--- src/rtl/fetch_pkg.sv ---
// Shared types and constants for the RV32I instruction-fetch front end.
package fetch_pkg;

    localparam int unsigned XLEN_DEFAULT = 32;
    localparam logic [31:0] NOP_INSTR    = 32'h0000_0013;

    typedef enum logic [1:0] {
        BOOT,
        RUN,
        DRAIN
    } fetch_state_t;

    typedef struct packed {
        logic [XLEN_DEFAULT-1:0] pc;
        logic [31:0]             instr;
    } fetch_entry_t;

endpackage

--- src/rtl/fetch_buffer.sv ---
// Small synchronous FIFO with flush; simultaneous push and pop are both honoured,
// so a full FIFO that pops and pushes in one cycle stays full.
module fetch_buffer
    import fetch_pkg::*;
#(
    parameter type         entry_t = fetch_entry_t,
    parameter int unsigned DEPTH   = 2
) (
    input  logic                     clk,
    input  logic                     rst,
    input  logic                     push,
    input  entry_t                   push_data,
    input  logic                     pop,
    input  logic                     flush,
    output entry_t                   head,
    output logic [$clog2(DEPTH):0]   count
);
    localparam int unsigned AW = $clog2(DEPTH);
    localparam int unsigned CW = AW + 1;

    entry_t        mem [DEPTH];
    logic [AW-1:0] rd_ptr;
    logic [AW-1:0] wr_ptr;
    logic          empty;
    logic          full;
    logic          do_push;
    logic          do_pop;

    assign empty   = (count == '0);
    assign full    = (count == CW'(DEPTH));
    assign do_pop  = pop && !empty;
    assign do_push = push && (!full || do_pop);
    assign head    = mem[rd_ptr];

    always_ff @(posedge clk or posedge rst) begin
        if (rst) begin
            rd_ptr <= '0;
            wr_ptr <= '0;
            count  <= '0;
        end else if (flush) begin
            rd_ptr <= '0;
            wr_ptr <= '0;
            count  <= '0;
        end else begin
            if (do_push) wr_ptr <= wr_ptr + AW'(1);
            if (do_pop)  rd_ptr <= rd_ptr + AW'(1);
            count <= count + CW'(do_push) - CW'(do_pop);
        end
    end

    always_ff @(posedge clk) begin
        if (do_push && !flush) mem[wr_ptr] <= push_data;
    end

endmodule

--- src/rtl/fetch_stage.sv ---
// Instruction-fetch front end: PC ownership, imem requests, response buffering, redirects.
// Optional sticky misaligned-redirect flag enabled by `define FETCH_MISALIGN_CHECK_EN.
module fetch_stage
    import fetch_pkg::*;
#(
    parameter int unsigned     XLEN     = XLEN_DEFAULT,
    parameter logic [XLEN-1:0] RESET_PC = '0,
    parameter int unsigned     DEPTH    = 2
) (
    input  logic            clk,
    input  logic            rst,
    output logic            imem_req_valid,
    input  logic            imem_req_ready,
    output logic [XLEN-1:0] imem_addr,
    input  logic            imem_rsp_valid,
    input  logic [31:0]     imem_rsp_data,
    input  logic            redirect_valid,
    input  logic [XLEN-1:0] redirect_pc,
    output logic            if_valid,
    input  logic            id_ready,
    output logic [XLEN-1:0] if_pc,
    output logic [31:0]     if_instr,
    output logic            fetch_misalign
);
    localparam int unsigned CW = $clog2(DEPTH) + 1;

    fetch_state_t    state;
    fetch_state_t    state_next;
    logic [XLEN-1:0] pc;
    logic [CW-1:0]   outstanding;
    logic [CW-1:0]   discard;
    logic [CW-1:0]   discard_next;
    logic [CW-1:0]   rsp_count;
    logic [CW-1:0]   tag_count;
    logic [CW:0]     in_flight;
    logic            accept;
    logic            rsp_seen;
    logic            rsp_keep;
    logic            pop;
    logic [XLEN-1:0] tag_head;
    fetch_entry_t    rsp_head;
    fetch_entry_t    rsp_entry;

    // Responses with nothing outstanding (e.g. stale ones straddling a reset) are ignored.
    assign rsp_seen  = imem_rsp_valid && (outstanding != '0);
    assign rsp_keep  = rsp_seen && (discard == '0) && !redirect_valid && (tag_count != '0);
    assign accept    = imem_req_valid && imem_req_ready;
    assign pop       = if_valid && id_ready;
    assign in_flight = {1'b0, outstanding} + {1'b0, rsp_count};
    assign rsp_entry = '{pc: tag_head, instr: imem_rsp_data};

    assign imem_req_valid = (state == RUN) && (in_flight < (CW+1)'(DEPTH));
    assign imem_addr      = pc;
    assign if_valid       = (rsp_count != '0);
    assign if_pc          = if_valid ? rsp_head.pc : '0;
    assign if_instr       = if_valid ? rsp_head.instr : NOP_INSTR;

    fetch_buffer #(
        .entry_t (logic [XLEN-1:0]),
        .DEPTH   (DEPTH)
    ) u_tag_fifo (
        .clk       (clk),
        .rst       (rst),
        .push      (accept && !redirect_valid),
        .push_data (pc),
        .pop       (rsp_keep),
        .flush     (redirect_valid),
        .head      (tag_head),
        .count     (tag_count)
    );

    fetch_buffer #(
        .entry_t (fetch_entry_t),
        .DEPTH   (DEPTH)
    ) u_rsp_fifo (
        .clk       (clk),
        .rst       (rst),
        .push      (rsp_keep),
        .push_data (rsp_entry),
        .pop       (pop),
        .flush     (redirect_valid),
        .head      (rsp_head),
        .count     (rsp_count)
    );

    always_ff @(posedge clk or posedge rst) begin
        if (rst) state <= BOOT;
        else     state <= state_next;
    end

    // One discard formula covers RUN and DRAIN: in DRAIN outstanding equals discard.
    always_comb begin
        state_next   = state;
        discard_next = discard;
        if (redirect_valid) begin
            discard_next = outstanding - CW'(rsp_seen) + CW'(accept);
        end else if (rsp_seen && (discard != '0)) begin
            discard_next = discard - CW'(1);
        end
        unique case (state)
            BOOT:    state_next = RUN;
            RUN,
            DRAIN: begin
                if (redirect_valid) begin
                    state_next = (discard_next != '0) ? DRAIN : RUN;
                end else if ((state == DRAIN) && (discard == '0)) begin
                    state_next = RUN;
                end
            end
            default: state_next = BOOT;
        endcase
    end

    always_ff @(posedge clk or posedge rst) begin
        if (rst) begin
            pc          <= RESET_PC;
            outstanding <= '0;
            discard     <= '0;
        end else begin
            discard     <= discard_next;
            outstanding <= outstanding + CW'(accept) - CW'(rsp_seen);
            if (redirect_valid) pc <= redirect_pc & ~XLEN'(3);
            else if (accept)    pc <= pc + XLEN'(4);
        end
    end

`ifdef FETCH_MISALIGN_CHECK_EN
    always_ff @(posedge clk or posedge rst) begin
        if (rst) begin
            fetch_misalign <= 1'b0;
        end else if (redirect_valid && (redirect_pc[1:0] != 2'b00)) begin
            fetch_misalign <= 1'b1;
        end
    end
`else
    assign fetch_misalign = 1'b0;
`endif

endmodule

--- config.mk ---
export PLATFORM = sky130hd
export DESIGN_NAME = fetch_stage
export DESIGN_NICKNAME = d
export VERILOG_FILES = /design/src/rtl/fetch_pkg.sv /design/src/rtl/fetch_buffer.sv /design/src/rtl/fetch_stage.sv
export SDC_FILE = /design/constraint.sdc
export NUM_CORES = 1
export LEC_CHECK = 0
export ABC_AREA = 1
export CORE_ASPECT_RATIO = 0.5
export CORE_MARGIN = 5
export CORE_UTILIZATION = 48
export DETAILED_ROUTE_END_ITERATION = 10
export PLACE_DENSITY = 0.76
export SYNTH_ARGS = -nofsm -noshare
export SYNTH_HDL_FRONTEND = slang
export SYNTH_SLANG_ARGS = --single-unit
--- constraint.sdc ---
create_clock -name clk -period 4.1 [get_ports clk]
set_input_delay 0.82 -clock clk [delete_from_list [all_inputs] [get_ports clk]]
set_output_delay 0.82 -clock clk [all_outputs]
set_load 0.005 [all_outputs]
== After elaboration in Yosys (flattened, before gate mapping) ==
Memory sizes are Yosys's and may differ from the RTL's.
Index checks and enable logic that the tools add are counted.
Cells by class
  reduce and logical (&&, ||, !) cells: 38
  muxes and demuxes: 24
  magnitude comparators: 1
  $add $sub $neg: 15
  eq/ne operators: 5
Operator list (count)
  32-bit two-way mux: 4
  32-bit by 3-bit adder with 32-bit output, second input constant: 1
  2-bit nonzero test: 10
  1-bit logical AND: 16
  2-bit two-way mux: 7
  1-bit two-way mux: 12
  2-bit by 1-bit adder with 2-bit output: 4
  2-bit zero test: 4
  2-bit by 1-bit subtractor with 2-bit output: 4
  2-bit equality test, second input constant: 3
  1-bit zero test: 5
  1-bit adder, second input constant: 4
  2-bit case mux with 2 select lines: 1
  2-bit by 2-bit adder with 3-bit output: 1
  3-bit by 2-bit < comparator with 1-bit output, second input constant: 1
  3-bit != test, second input constant: 1
  2-bit by 1-bit equality test with 1-bit output, second input constant: 1
  1-bit logical OR: 2
  2-bit OR reduction: 1
  2-bit by 1-bit subtractor with 2-bit output, second input constant: 1
Word-level totals
  input bits: 70
  output and inout bits: 99
  flip-flop bits (word level): 46
  memories kept: 2
  word-level logic and storage cells: 95
  RAM bits: 192
Memory list
  u_rsp_fifo.mem: depth 2, bits a word 64, rd ports 1, clocked after Yosys merged registers in 0, wr ports 1, RTL line fetch_buffer.sv:21  | entry_t mem [DEPTH];
  u_tag_fifo.mem: depth 2, bits a word 32, rd ports 1, clocked after Yosys merged registers in 0, wr ports 1, RTL line fetch_buffer.sv:21

== Depth between registers and ports, before layout ==
  depth in word-level cells: 11
  mapped depth: 13

== Hierarchy ==
A second synthesis with hierarchy kept.
Unflattened totals
  cells, all modules: 1121
  area total of the unflattened synthesis: 10750.3 um^2
By module, submodules not included
  fetch_buffer at u_rsp_fifo: instances 1, area an instance 4937.2 um^2, cells an instance 372
  fetch_stage: instances 1, area an instance 3173.0 um^2, cells an instance 544
  fetch_buffer at u_tag_fifo: instances 1, area an instance 2640.0 um^2, cells an instance 205

== Worst setup path before layout ==
OpenSTA, ideal clock, no wires.
  kind: input to register
  from: input port redirect_valid
  to: memory u_rsp_fifo.mem[0][0] (netlist bit), enable pin
  stages on the path: 6
  data required time: 3618 ps
  data arrival time: 4017 ps
  setup slack: -399 ps
  cells stage by stage: buf_2 -> nor3_1 -> nand2_1 -> inv_2 -> nand2_1 -> nor2_1
On the way
  longest elaborated chain between the ends: 7
RTL lines
  from (decl): RTL line fetch_stage.sv:17  | input logic redirect_valid,
  1-bit zero test *: RTL line fetch_buffer.sv:52, fetch_stage.sv:46
  1-bit logical AND (2 in a row): RTL line fetch_stage.sv:46  | assign rsp_keep = rsp_seen && (discard == '0) && !redirect_valid && (tag_count != '0);
  1-bit logical AND: RTL line fetch_buffer.sv:32  | assign do_push = push && (!full || do_pop);
  1-bit logical AND *: RTL line fetch_buffer.sv:52  | if (do_push && !flush) mem[wr_ptr] <= push_data;
  1-bit two-way mux *: RTL line fetch_buffer.sv:52
  1-bit two-way mux (not written as such) *: RTL line fetch_buffer.sv:52
  to (decl): RTL line fetch_buffer.sv:21
Mark *: on every way between the ends. The rest lies on a longest branch, timed or not.

== Final worst setup path ==
  from: register u_rsp_fifo.rd_ptr
  to: output port if_instr[20]
On the way
  longest elaborated chain between the ends: 2
RTL lines
  from (decl): RTL line fetch_buffer.sv:22  | logic [AW-1:0] rd_ptr;
  from (signal assigned): RTL line fetch_buffer.sv:46  | if (do_pop) rd_ptr <= rd_ptr + AW'(1);
  memory 2 x 64 bit
  32-bit two-way mux: RTL line fetch_stage.sv:56  | assign if_instr = if_valid ? rsp_head.instr : NOP_INSTR;
  to (decl): RTL line fetch_stage.sv:22  | output logic [31:0] if_instr,
No other way between the ends.

==> out/metrics.yaml <==
synth_top_area_frac: 0.555
post_synth_inst_count: 923
routed-via-count: 7100
clockBufferDepth: 3
ys_types: 36
synth_top_cells_by_area: "edfxtp_1 (55%), nand2_1 (12%), dfrtp_1 (11%)"
crit_required_ps: 3280
synth.avg_cell_area_sq_um: 10.8
cts_root_buffer: "clkbuf_16"
dp.final_hpwl_um: 16100
die_area_sq_um: 23900
peakVddDrop_v: 0.000277
cp.arrival_ps: 2570
worstSetupEndpointType: "output pin"
ys.flop_type: "edfxtp_1"
skew_ps: 15.4
ys_warn_count: 0
yosysTopAreaCell: "edfxtp_1"
ys_seq_elements: 228
clk_pin_slew_worst_paths_ps: 60
die_y_um: 112
dpl_cell_area_sq_um: 11900
cts_buffers: 22
synth_common_cells: "nand2_1 (321), edfxtp_1 (184), inv_1 (67), a21oi_1 (63), nor2_1 (58)"
cts_setup_buffers: 0
crit_type: "reg -> out"
grt_setup_unrepaired: "no"
grt_max_degree: 65
ios: 169
crit_path_max_fanout: 43
setup_viol: 0
h-tree-depth: 1
status: "finished clean"
num_rows: 37
timing.hold.ws_ps: 506
final.fill_count: 1599
finalWorstSetupSlack_ps: 707
stdcell_count: 1376
synth.most_common_cell: "nand2_1"
dp.cells: 1336
cts_tree: "built"
fin_nets: 1170
grt_pass1_vias: 7341
max_freq_mhz: 295
design_area_sq_um: 12600
drt-initial-drc-count: 563
routed_wl_um: 23900
drive_above_1_share: 0.0925
worstMarginPinSlew_ps: 1050
antenna_found_initial: 0
multi_input_comb_area_sq_um: 2920
grt_first_pass_wirelength_um: 39200
holdBufCountCts: 0
clock-sinks: 228
postRouteAntennaNets: 0
period_share: 0.827
numPortBuffers: 161
gp_congestion: 0.920
ys_seq_area_frac: 0.665
syn_area_sq_um: 9960
async_reset_ff_frac: 0.193
leakage_nw: 4.84
die_x_um: 214
grt_overflow: 0
power_mw: 7.37
clk_latency_ps: 500
viasPerCell: 5.16
area_growth_syn_to_layout_pct: 26.7
wl_per_cell_um: 17.4
r2r.worst_path.cells: 12
diodes: 0
maxCapViolCount: 0
slew_violations: 0
hold_path_class: "reg -> reg"
hold_depth: 1
post_cts_resized: 0
core-area_sq_um: 20500
initial_core_util: 0.487
power_density_nw_per_um2: 583
fin_util: 0.617
finalHoldViolations: 0
grt_use_total: 0.204
place_worst_setup_slack_ps: 1190
critPathLaunchType: "register"
synth_edf_count: 184
regArea_sq_um: 6630
slew-limit-headroom: 0.298
drc: 0
fin_crit_ps: 3390
first_pass_iters: 5
tns_ps: 0
cell type report:
class                      instances  share of cell area
sequential                       228               0.525
multi-input combinational        588               0.231
timing repair buffer             173               0.137
clock buffer                      26              0.0473
tap                              273              0.0271
inverter                          74              0.0220
clock inverter                    14              0.0106
power by group:
part           switching (mW)  total (mW)  leakage [nW]  internal (mW)
clock                   0.846        2.02         0.352           1.17
combinational            1.27        2.37          2.28           1.10
sequential              0.241        2.98          2.20           2.74
cells in the final DEF (no fill, tap or decap), drive strengths merged, types with 4 or more instances in the layout:
cell / synthesis / layout
conb: 1 / 5
clkbuf: 16 / 26
xor2: 12 / 12
buf: 21 / 12
inv: 74 / 74
nand2: 326 / 326
nor2: 68 / 68
clkdlybuf4s50: 0 / 161
edfxtp: 184 / 184
o211ai: 4 / 4
a21oi: 63 / 63
dfrtp: 44 / 44
o21ai: 23 / 23
clkinv: 0 / 10
mux2: 30 / 30
nand3: 31 / 31
xnor2: 4 / 4
ha: 12 / 12
final timing paths:
path	slack [ps]	endpoint	startpoint
hold reg to reg	510	u_tag_fifo.rd_ptr$_DFFE_PP0P_	u_tag_fifo.rd_ptr$_DFFE_PP0P_
setup reg to reg	1610	state[0]$_DFFE_PP0P_	u_rsp_fifo.count[0]$_DFF_PP0_
hold / removal	510	u_tag_fifo.rd_ptr$_DFFE_PP0P_	u_tag_fifo.rd_ptr$_DFFE_PP0P_
setup / recovery	710	if_instr[20]	u_rsp_fifo.rd_ptr$_DFFE_PP0P_
min in group asynchronous	890	u_tag_fifo.wr_ptr$_DFFE_PP0P_	rst
max in group asynchronous	2370	imem_addr[29]$_DFFE_PP0N_	rst
cell families (layout without fill, tap and decap cells):
kind of cell               after synthesis  count (layout)  share of synthesized area
buffers and inverters                  111             287                     0.0456
adders and majority gates               13              13                     0.0171
AOI/OAI and AO/OA                       96              96                     0.0504
xor gates and xnor gates                16              16                     0.0141
DFF                                    228             228                      0.665
other                                    1               5                   0.000376
muxes                                   30              30                     0.0339
and+or+nand+nor                        428             428                      0.174
worst max-delay path, cell delays in order, from the launching register on:
cell and delay [ps]:
dfrtp_2 410, inv_2 290, buf_4 490, nand2_1 130, a21oi_1 180, clkdlybuf4s50_1 530
registers in the layout, indices dropped and copies added (netlist names):
signal             count
imem_addr             30
u_rsp_fifo.count       2
u_rsp_fifo.mem       124
u_tag_fifo.rd_ptr      1
u_tag_fifo.count       2
u_tag_fifo.wr_ptr      1
outstanding            2
u_rsp_fifo.rd_ptr      1
discard                2
u_tag_fifo.mem        60
u_rsp_fifo.wr_ptr      1
state                  2
layer usage:
metal	track usage	wire length, um
met5	0	0
met1	0.281	10300
met4	0.0563	655
met2	0.341	11600
met3	0.0284	1360
Note: power is estimated with default switching activity, not from simulation.
